### config.mk
export PLATFORM = sky130hd
export DESIGN_NAME = wb_writer_flat
export DESIGN_NICKNAME = d
export VERILOG_FILES = /design/src/rtl/wb_writer_pkg.sv /design/src/rtl/wb_writer_if.sv /design/src/rtl/wb_fifo.sv /design/src/rtl/wb_writer.sv /design/src/flat_wrapper.sv
export SDC_FILE = /design/constraint.sdc
export NUM_CORES = 1
export LEC_CHECK = 0
export ABC_CLOCK_PERIOD_IN_PS = 3250
export BUFFER_PORTS_ARGS = -buffer_cell sky130_fd_sc_hd__buf_4
export CAP_MARGIN = 25
export CORE_AREA = 2 2 140 88
export CTS_CLUSTER_DIAMETER = 80
export DETAILED_ROUTE_END_ITERATION = 16
export DIE_AREA = 0 0 142 90
export GPL_TIMING_DRIVEN = 0
export PLACE_DENSITY = 0.69
export RECOVER_POWER = 50
export SYNTH_ARGS = -nofsm -noshare
export SYNTH_HDL_FRONTEND = slang
export SYNTH_HIERARCHICAL = 1
export SYNTH_SLANG_ARGS = --single-unit
### constraint.sdc
create_clock -name clock -period 3.25 [get_ports clock]
set_input_delay 0.65 -clock clock [delete_from_list [all_inputs] [get_ports clock]]
set_output_delay 0.65 -clock clock [all_outputs]
set_load 0.03 [all_outputs]
### src/rtl/wb_writer_pkg.sv
// ============================================================================
// Module : wb_writer_pkg
// Brief  : Shared types and constants for the writeback writer slice:
//          FSM state type, beat-type tags and default widths.
// Rev    : 1.0 - initial release
// ============================================================================
`default_nettype none

package wb_writer_pkg;

  // Writeback sequencer states
  typedef enum logic [1:0] {
    ST_IDLE = 2'd0,
    ST_ADDR = 2'd1,
    ST_DATA = 2'd2
  } wb_state_t;

  // Beat-type tag carried in the top payload bit
  localparam logic BEAT_ADDR = 1'b1;
  localparam logic BEAT_DATA = 1'b0;

  // Default geometry
  localparam int DEF_DEPTH  = 4;
  localparam int DEF_ADDR_W = 3;
  localparam int DEF_DATA_W = 16;

endpackage

`default_nettype wire

### src/rtl/wb_writer_if.sv
// ============================================================================
// Module : wb_writer_if
// Brief  : Eviction offer channel plus writeback beat channel.
//          slave  = the writer block, master = cache/memory side.
// Rev    : 1.0 - initial release
// ============================================================================
`default_nettype none

interface wb_writer_if
  import wb_writer_pkg::*;
#(
  parameter int ADDR_W = DEF_ADDR_W,
  parameter int DATA_W = DEF_DATA_W
);

  logic              evict_valid;
  logic [ADDR_W-1:0] evict_addr;
  logic [DATA_W-1:0] evict_data;
  logic              evict_ready;
  logic              dataWB_enable;
  logic [DATA_W:0]   dataWB_data;
  logic              dataWB_ack;

  modport slave (
    input  evict_valid, evict_addr, evict_data, dataWB_ack,
    output evict_ready, dataWB_enable, dataWB_data
  );

  modport master (
    output evict_valid, evict_addr, evict_data, dataWB_ack,
    input  evict_ready, dataWB_enable, dataWB_data
  );

endinterface

`default_nettype wire

### src/rtl/wb_fifo.sv
// ============================================================================
// Module : wb_fifo
// Brief  : Writeback queue storage and pointers. Allocating push, head pop,
//          and an in-place data rewrite port for merging into a live entry.
//          Exposes per-slot address and liveness for the merge compare.
// Rev    : 1.0 - initial release
// ============================================================================
`default_nettype none

module wb_fifo #(
  parameter int DEPTH  = 4,
  parameter int ADDR_W = 3,
  parameter int DATA_W = 16
) (
  input  wire logic                       clock,
  input  wire logic                       reset_n,
  input  wire logic                       push,
  input  wire logic [ADDR_W-1:0]          push_addr,
  input  wire logic [DATA_W-1:0]          push_data,
  input  wire logic                       pop,
  input  wire logic                       wr_en,
  input  wire logic [$clog2(DEPTH)-1:0]   wr_idx,
  input  wire logic [DATA_W-1:0]          wr_data,
  output logic      [ADDR_W-1:0]          head_addr,
  output logic      [DATA_W-1:0]          head_data,
  output logic      [ADDR_W-1:0]          next_addr,
  output logic      [$clog2(DEPTH):0]     count,
  output logic      [$clog2(DEPTH)-1:0]   rd_ptr,
  output logic      [ADDR_W-1:0]          addr_q [DEPTH],
  output logic      [DEPTH-1:0]           live_q
);

  localparam int PW = $clog2(DEPTH);
  localparam int CW = PW + 1;

  logic [ADDR_W-1:0] r_addr [DEPTH];
  logic [DATA_W-1:0] r_data [DEPTH];
  logic [PW-1:0]     r_rd;
  logic [PW-1:0]     r_wr;
  logic [CW-1:0]     r_count;

  // Slot storage: allocate at the write pointer, merge rewrites a live slot
  always_ff @(posedge clock) begin
    if (push) begin
      r_addr[r_wr] <= push_addr;
      r_data[r_wr] <= push_data;
    end
    if (wr_en) begin
      r_data[wr_idx] <= wr_data;
    end
  end

  // Pointers wrap naturally since DEPTH is a power of two
  always_ff @(posedge clock or negedge reset_n) begin
    if (!reset_n) begin
      r_rd    <= '0;
      r_wr    <= '0;
      r_count <= '0;
    end else begin
      if (push) r_wr <= r_wr + PW'(1);
      if (pop)  r_rd <= r_rd + PW'(1);
      case ({push, pop})
        2'b10:   r_count <= r_count + CW'(1);
        2'b01:   r_count <= r_count - CW'(1);
        default: r_count <= r_count;
      endcase
    end
  end

  // A slot is live when its distance from the read pointer is below count
  always_comb begin
    live_q = '0;
    for (int i = 0; i < DEPTH; i++) begin
      live_q[i] = ({1'b0, PW'(i) - r_rd} < r_count);
    end
  end

  assign head_addr = r_addr[r_rd];
  assign head_data = r_data[r_rd];
  assign next_addr = r_addr[r_rd + PW'(1)];
  assign count     = r_count;
  assign rd_ptr    = r_rd;
  assign addr_q    = r_addr;

endmodule

`default_nettype wire

### src/rtl/wb_writer.sv
// ============================================================================
// Module : wb_writer
// Brief  : Writeback writer. Queues evicted dirty words and issues each as an
//          address beat followed by a data beat toward memory.
//          Optional macro WB_COALESCE_EN merges a push into a queued,
//          not-yet-issuing entry with the same address.
// Rev    : 1.0 - initial release
// ============================================================================
`default_nettype none

module wb_writer
  import wb_writer_pkg::*;
#(
  parameter int DEPTH  = DEF_DEPTH,
  parameter int ADDR_W = DEF_ADDR_W,
  parameter int DATA_W = DEF_DATA_W
) (
  input  wire logic                   clock,
  input  wire logic                   reset_n,
  wb_writer_if.slave                  bus,
  output logic [$clog2(DEPTH):0]      wb_pending
);

  localparam int PW = $clog2(DEPTH);
  localparam int CW = PW + 1;

  wb_state_t         r_state;
  logic              r_enable;
  logic [DATA_W:0]   r_payload;

  logic [ADDR_W-1:0] w_head_addr;
  logic [ADDR_W-1:0] w_next_addr;
  logic [ADDR_W-1:0] w_follow_addr;
  logic [DATA_W-1:0] w_head_data;
  logic [CW-1:0]     w_count;
  logic [PW-1:0]     w_rd_ptr;
  logic [ADDR_W-1:0] w_addr_q [DEPTH];
  logic [DEPTH-1:0]  w_live;
  logic              w_hit;
  logic [PW-1:0]     w_hit_idx;
  logic              w_full;
  logic              w_ready;
  logic              w_push;
  logic              w_alloc;
  logic              w_merge;
  logic              w_pop;
  logic              w_more;

  assign w_full  = (w_count == CW'(DEPTH));
  assign w_ready = !w_full || w_hit;
  assign w_push  = bus.evict_valid && w_ready;
  assign w_alloc = w_push && !w_hit;
  assign w_merge = w_push && w_hit;
  assign w_pop   = (r_state == ST_DATA) && bus.dataWB_ack;
  // Entries left after this pop, counting a same-edge allocation
  assign w_more  = (w_count > CW'(1)) || w_alloc;
  // With one entry left the follower is the word being pushed right now
  assign w_follow_addr = (w_count > CW'(1)) ? w_next_addr : bus.evict_addr;

`ifdef WB_COALESCE_EN
  // First live slot with a matching address; the head is off-limits once issuing
  always_comb begin
    w_hit     = 1'b0;
    w_hit_idx = '0;
    for (int i = 0; i < DEPTH; i++) begin
      if (!w_hit && w_live[i] && (w_addr_q[i] == bus.evict_addr) &&
          !((PW'(i) == w_rd_ptr) && (r_state != ST_IDLE))) begin
        w_hit     = 1'b1;
        w_hit_idx = PW'(i);
      end
    end
  end
`else
  logic w_unused_sink;

  assign w_hit     = 1'b0;
  assign w_hit_idx = '0;

  // Slot view only feeds the merge compare, which is absent in this build
  always_comb begin
    w_unused_sink = ^w_rd_ptr;
    for (int i = 0; i < DEPTH; i++) begin
      w_unused_sink = w_unused_sink ^ (^w_addr_q[i]) ^ w_live[i];
    end
  end
`endif

  wb_fifo #(
    .DEPTH  (DEPTH),
    .ADDR_W (ADDR_W),
    .DATA_W (DATA_W)
  ) u_fifo (
    .clock     (clock),
    .reset_n   (reset_n),
    .push      (w_alloc),
    .push_addr (bus.evict_addr),
    .push_data (bus.evict_data),
    .pop       (w_pop),
    .wr_en     (w_merge),
    .wr_idx    (w_hit_idx),
    .wr_data   (bus.evict_data),
    .head_addr (w_head_addr),
    .head_data (w_head_data),
    .next_addr (w_next_addr),
    .count     (w_count),
    .rd_ptr    (w_rd_ptr),
    .addr_q    (w_addr_q),
    .live_q    (w_live)
  );

  // Beat sequencer: address beat then data beat per entry, outputs registered
  always_ff @(posedge clock or negedge reset_n) begin
    if (!reset_n) begin
      r_state   <= ST_IDLE;
      r_enable  <= 1'b0;
      r_payload <= '0;
    end else begin
      case (r_state)
        ST_IDLE: begin
          if (w_count != '0) begin
            r_state   <= ST_ADDR;
            r_enable  <= 1'b1;
            r_payload <= {BEAT_ADDR, DATA_W'(w_head_addr)};
          end
        end
        ST_ADDR: begin
          if (bus.dataWB_ack) begin
            r_state   <= ST_DATA;
            r_payload <= {BEAT_DATA, w_head_data};
          end
        end
        ST_DATA: begin
          if (bus.dataWB_ack) begin
            if (w_more) begin
              r_state   <= ST_ADDR;
              r_payload <= {BEAT_ADDR, DATA_W'(w_follow_addr)};
            end else begin
              r_state   <= ST_IDLE;
              r_enable  <= 1'b0;
              r_payload <= '0;
            end
          end
        end
        default: begin
          r_state   <= ST_IDLE;
          r_enable  <= 1'b0;
          r_payload <= '0;
        end
      endcase
    end
  end

  assign bus.evict_ready   = w_ready;
  assign bus.dataWB_enable = r_enable;
  assign bus.dataWB_data   = r_payload;
  assign wb_pending        = w_count;

endmodule

`default_nettype wire

### src/flat_wrapper.sv
// flat-port wrapper written by rule: the top's interface ports become plain ports
module wb_writer_flat import wb_writer_pkg::*;
#(
  parameter int DEPTH  = DEF_DEPTH,
  parameter int ADDR_W = DEF_ADDR_W,
  parameter int DATA_W = DEF_DATA_W
)
  (clock, reset_n, wb_pending, bus_evict_valid, bus_evict_addr, bus_evict_data, bus_dataWB_ack, bus_evict_ready, bus_dataWB_enable, bus_dataWB_data);
  wb_writer_if #(.ADDR_W(ADDR_W), .DATA_W(DATA_W)) bus_i ();
  input  wire logic clock;
  input  wire logic reset_n;
  output logic [$clog2(DEPTH):0] wb_pending;
  input wire logic [$bits(bus_i.evict_valid)-1:0] bus_evict_valid;
  input wire logic [$bits(bus_i.evict_addr)-1:0] bus_evict_addr;
  input wire logic [$bits(bus_i.evict_data)-1:0] bus_evict_data;
  input wire logic [$bits(bus_i.dataWB_ack)-1:0] bus_dataWB_ack;
  output wire logic [$bits(bus_i.evict_ready)-1:0] bus_evict_ready;
  output wire logic [$bits(bus_i.dataWB_enable)-1:0] bus_dataWB_enable;
  output wire logic [$bits(bus_i.dataWB_data)-1:0] bus_dataWB_data;
  assign bus_i.evict_valid = bus_evict_valid;
  assign bus_i.evict_addr = bus_evict_addr;
  assign bus_i.evict_data = bus_evict_data;
  assign bus_i.dataWB_ack = bus_dataWB_ack;
  assign bus_evict_ready = bus_i.evict_ready;
  assign bus_dataWB_enable = bus_i.dataWB_enable;
  assign bus_dataWB_data = bus_i.dataWB_data;
  wb_writer #(.DEPTH(DEPTH), .ADDR_W(ADDR_W), .DATA_W(DATA_W)) u_core (.clock(clock), .reset_n(reset_n), .bus(bus_i), .wb_pending(wb_pending));
endmodule
==> impl_metrics.tcl <==
set metrics [dict create \
    timing.critical_path.slowest_cell_delay_ps 600 \
    crit_chain "clkbuf_1 -> inv_1 -> nor3_1 -> ha_1 -> inv_1 -> fa_1 -> xor2_1 -> nor2_1 -> xor2_1" \
    finalHoldViolations 0 \
    drv_slew 27 \
    cts_tree "done" \
    holdCritStartpoint "u_core/bus.dataWB_data[2]" \
    power.leakage_uw 0.00212 \
    worst_ir_drop_vdd_uv 346 \
    final_cell_area_mm2 0.00564 \
    setup.reg_to_reg.worst_slack_ps 680 \
    post_drt_wl_per_cell_um 19.3 \
    clkTransAtPathRegs_ps 60 \
    violated_checks "max-capacitance violations, max-slew violations" \
    preCtsSetupSlack_ps 686 \
    criticalPathCategory "reg2reg" \
    routed.top_layer "met4" \
    via_count 2675 \
    dr_wl_met3_um 571 \
    root_buffer "clkbuf_16" \
    critical_path.startpoint_type "flip-flop" \
    numClockSinks 102 \
    globalplace.congestion 0.784 \
    htree_num_levels 3 \
    slew-limit-headroom -0.113 \
    initial_core_util 0.425 \
    timing.hold.worst_endpoint "u_core/bus.dataWB_data[2]" \
    worst_hold_path_type "reg2reg" \
    fp-row-count 31 \
    drive_above_1_share 0.379 \
    dr_pass1_iterations 4 \
    worst_setup_path_end_kind "flip-flop" \
    r2r-end "u_core/u_fifo/count[2]" \
    route.detailed.drc 0 \
    antenna_found_initial 0 \
    die_width_um 142 \
    grt_max_degree 27 \
    postCtsSetupRepairBufs 0 \
    reg2reg_depth 9 \
    initialDrtViolationCount 148 \
    worst_ep_required_time_ps 3510 \
    ant_nets 0 \
    achievable-frequency_mhz 389 \
    setup_viol_count_final 0 \
    syn_inst 293 \
    dieArea_mm2 0.0128 \
    area_added_between_synthesis_and_finish_pct 14.3 \
    clk_latency_ps 340 \
    critical_path_arrival_ps 2830 \
    crit_path_top_delay_cell "nor3_1" \
    grt.overflow.total 0 \
    num_ports 45 \
    global_route.usage.total 0.165 \
    finalCritPeriodShare 0.792 \
    core_region_area_mm2 0.0116 \
    max-cap-violations 1 \
    reg2reg_from "u_core/r_state[1]" \
    cp_max_fo 10 \
    holdBufCountCts 0 \
    finalWorstPathRequiredPeriod_ps 2570 \
    placement.cell_area_mm2 0.00549 \
    synth_area_per_cell_um2 16.8 \
    routed_wl_mm 9.89 \
    wire_length_of_the_first_global_routing_pass_mm 15.5 \
    finished_core_util 0.486 \
    worst_slew_pin_slew_ps 1670 \
    whs_path_depth 1 \
    max-clock-path-buffers 2 \
    ys.warnings.count 6 \
    die-height_um 90 \
    outcome "finished with violations" \
    total_power_uw 4780 \
    buffer_ports.inserted 44 \
    wl_met2_mm 4.24 \
    postCtsResizedCells 0 \
    wl_met1_mm 5.01 \
    setup_total_negative_slack_ps 0 \
    layout.filler_cells 995 \
    post_layout_net_count 388 \
    hpwl_mm 6.85 \
    antenna_cells 0 \
    powerDensity_mw_per_mm2 848 \
    grt_pass1_vias 2652 \
    clock-skew-final_ps 5.40 \
    final.setup.worst_slack_ps 677 \
    viasPerCell 5.22 \
    mappedNetlistArea_mm2 0.00493 \
    cts_buf_count 9 \
    grt_setup_unrepaired "false" \
]
==> worst max-delay path, delay by kind of cell, from the launching register on <==
family                     cells  cell delay, ps
buffers and inverters          3             480
DFF                            1             320
adders and majority gates      2             680
and+or+nand+nor                2             710
xor gates and xnor gates       2             300
==> power by group <==
part           switching, uW  internal [uW]  total, uW  leakage [uW]
clock                    425            561        987      0.000134
sequential               170           1780       1950       0.00104
combinational           1050            796       1840      0.000950
total                   1640           3140       4780       0.00212
==> metrics by stage <==
stage,instances,hold slack [ps]
2_1_floorplan,304,354
3_3_place_gp,496,489
3_5_place_dp,496,498
4_1_cts,512,242
5_1_grt,512,520
6_report,512,503
==> cell type report <==
class | count | area, um2 | area share
Inverter | 11 | 41.3 | 0.00733
Timing Repair Buffer | 44 | 233 | 0.0413
Tap cell | 148 | 185 | 0.0329
Multi-Input combinational cell | 175 | 1860 | 0.330
Sequential cell | 102 | 2930 | 0.520
Clock inverter | 1 | 5.00 | 0.000888
Clock buffer | 15 | 268 | 0.0475
Buffer | 16 | 111 | 0.0198
==> cell usage in the layout (no fill, tap or decap), types with 2 or more instances in the layout <==
cell and n:
and2_1 2, ha_1 5, nor2_1 5, mux2i_1 6
a21oi_1 2, nand2_1 11, xor2_1 4, mux2_2 63
dfrtp_1 26, conb_1 12, inv_1 11, clkbuf_8 3
o21ai_0 6, buf_4 23, edfxtp_1 76, mux4_2 22
clkbuf_16 9, buf_6 2, a22o_1 16, xnor2_1 2
nand3b_2 2, buf_2 6, o22ai_1 4, clkbuf_1 32
==> layer usage <==
layer,vias to the layer above,track usage
met5,-,0
met4,0,0.0375
met3,8,0.0448
met2,82,0.233
met1,1316,0.252
li1,1269,-
==> state kept, by name, indices dropped and copies added, names as in the netlist <==
| signal | count |
|---|---|
| u_core/bus.dataWB_data | 16 |
| u_core/bus.dataWB_enable | 1 |
| u_core/r_state | 2 |
| u_core/u_fifo/addr_q | 12 |
| u_core/u_fifo/count | 3 |
| u_core/u_fifo/r_data | 64 |
| u_core/u_fifo/r_wr | 2 |
| u_core/u_fifo/rd_ptr | 2 |
==> worst max-delay path by stage <==
stage,end,slack (ps),start,depth (start not counted)
6_report,u_core/u_fifo/count[2],680,u_core/r_state[1],9
3_3_place_gp,u_core/u_fifo/count[2],710,bus_dataWB_ack,9
5_1_grt,u_core/u_fifo/count[2],500,u_core/r_state[1],9
3_5_place_dp,u_core/u_fifo/count[2],690,bus_dataWB_ack,9
4_1_cts,u_core/u_fifo/count[2],840,u_core/r_state[0],8
2_1_floorplan,u_core/u_fifo/count[2],790,u_core/u_fifo/count[2],10
(Power assumes the default switching activity.)
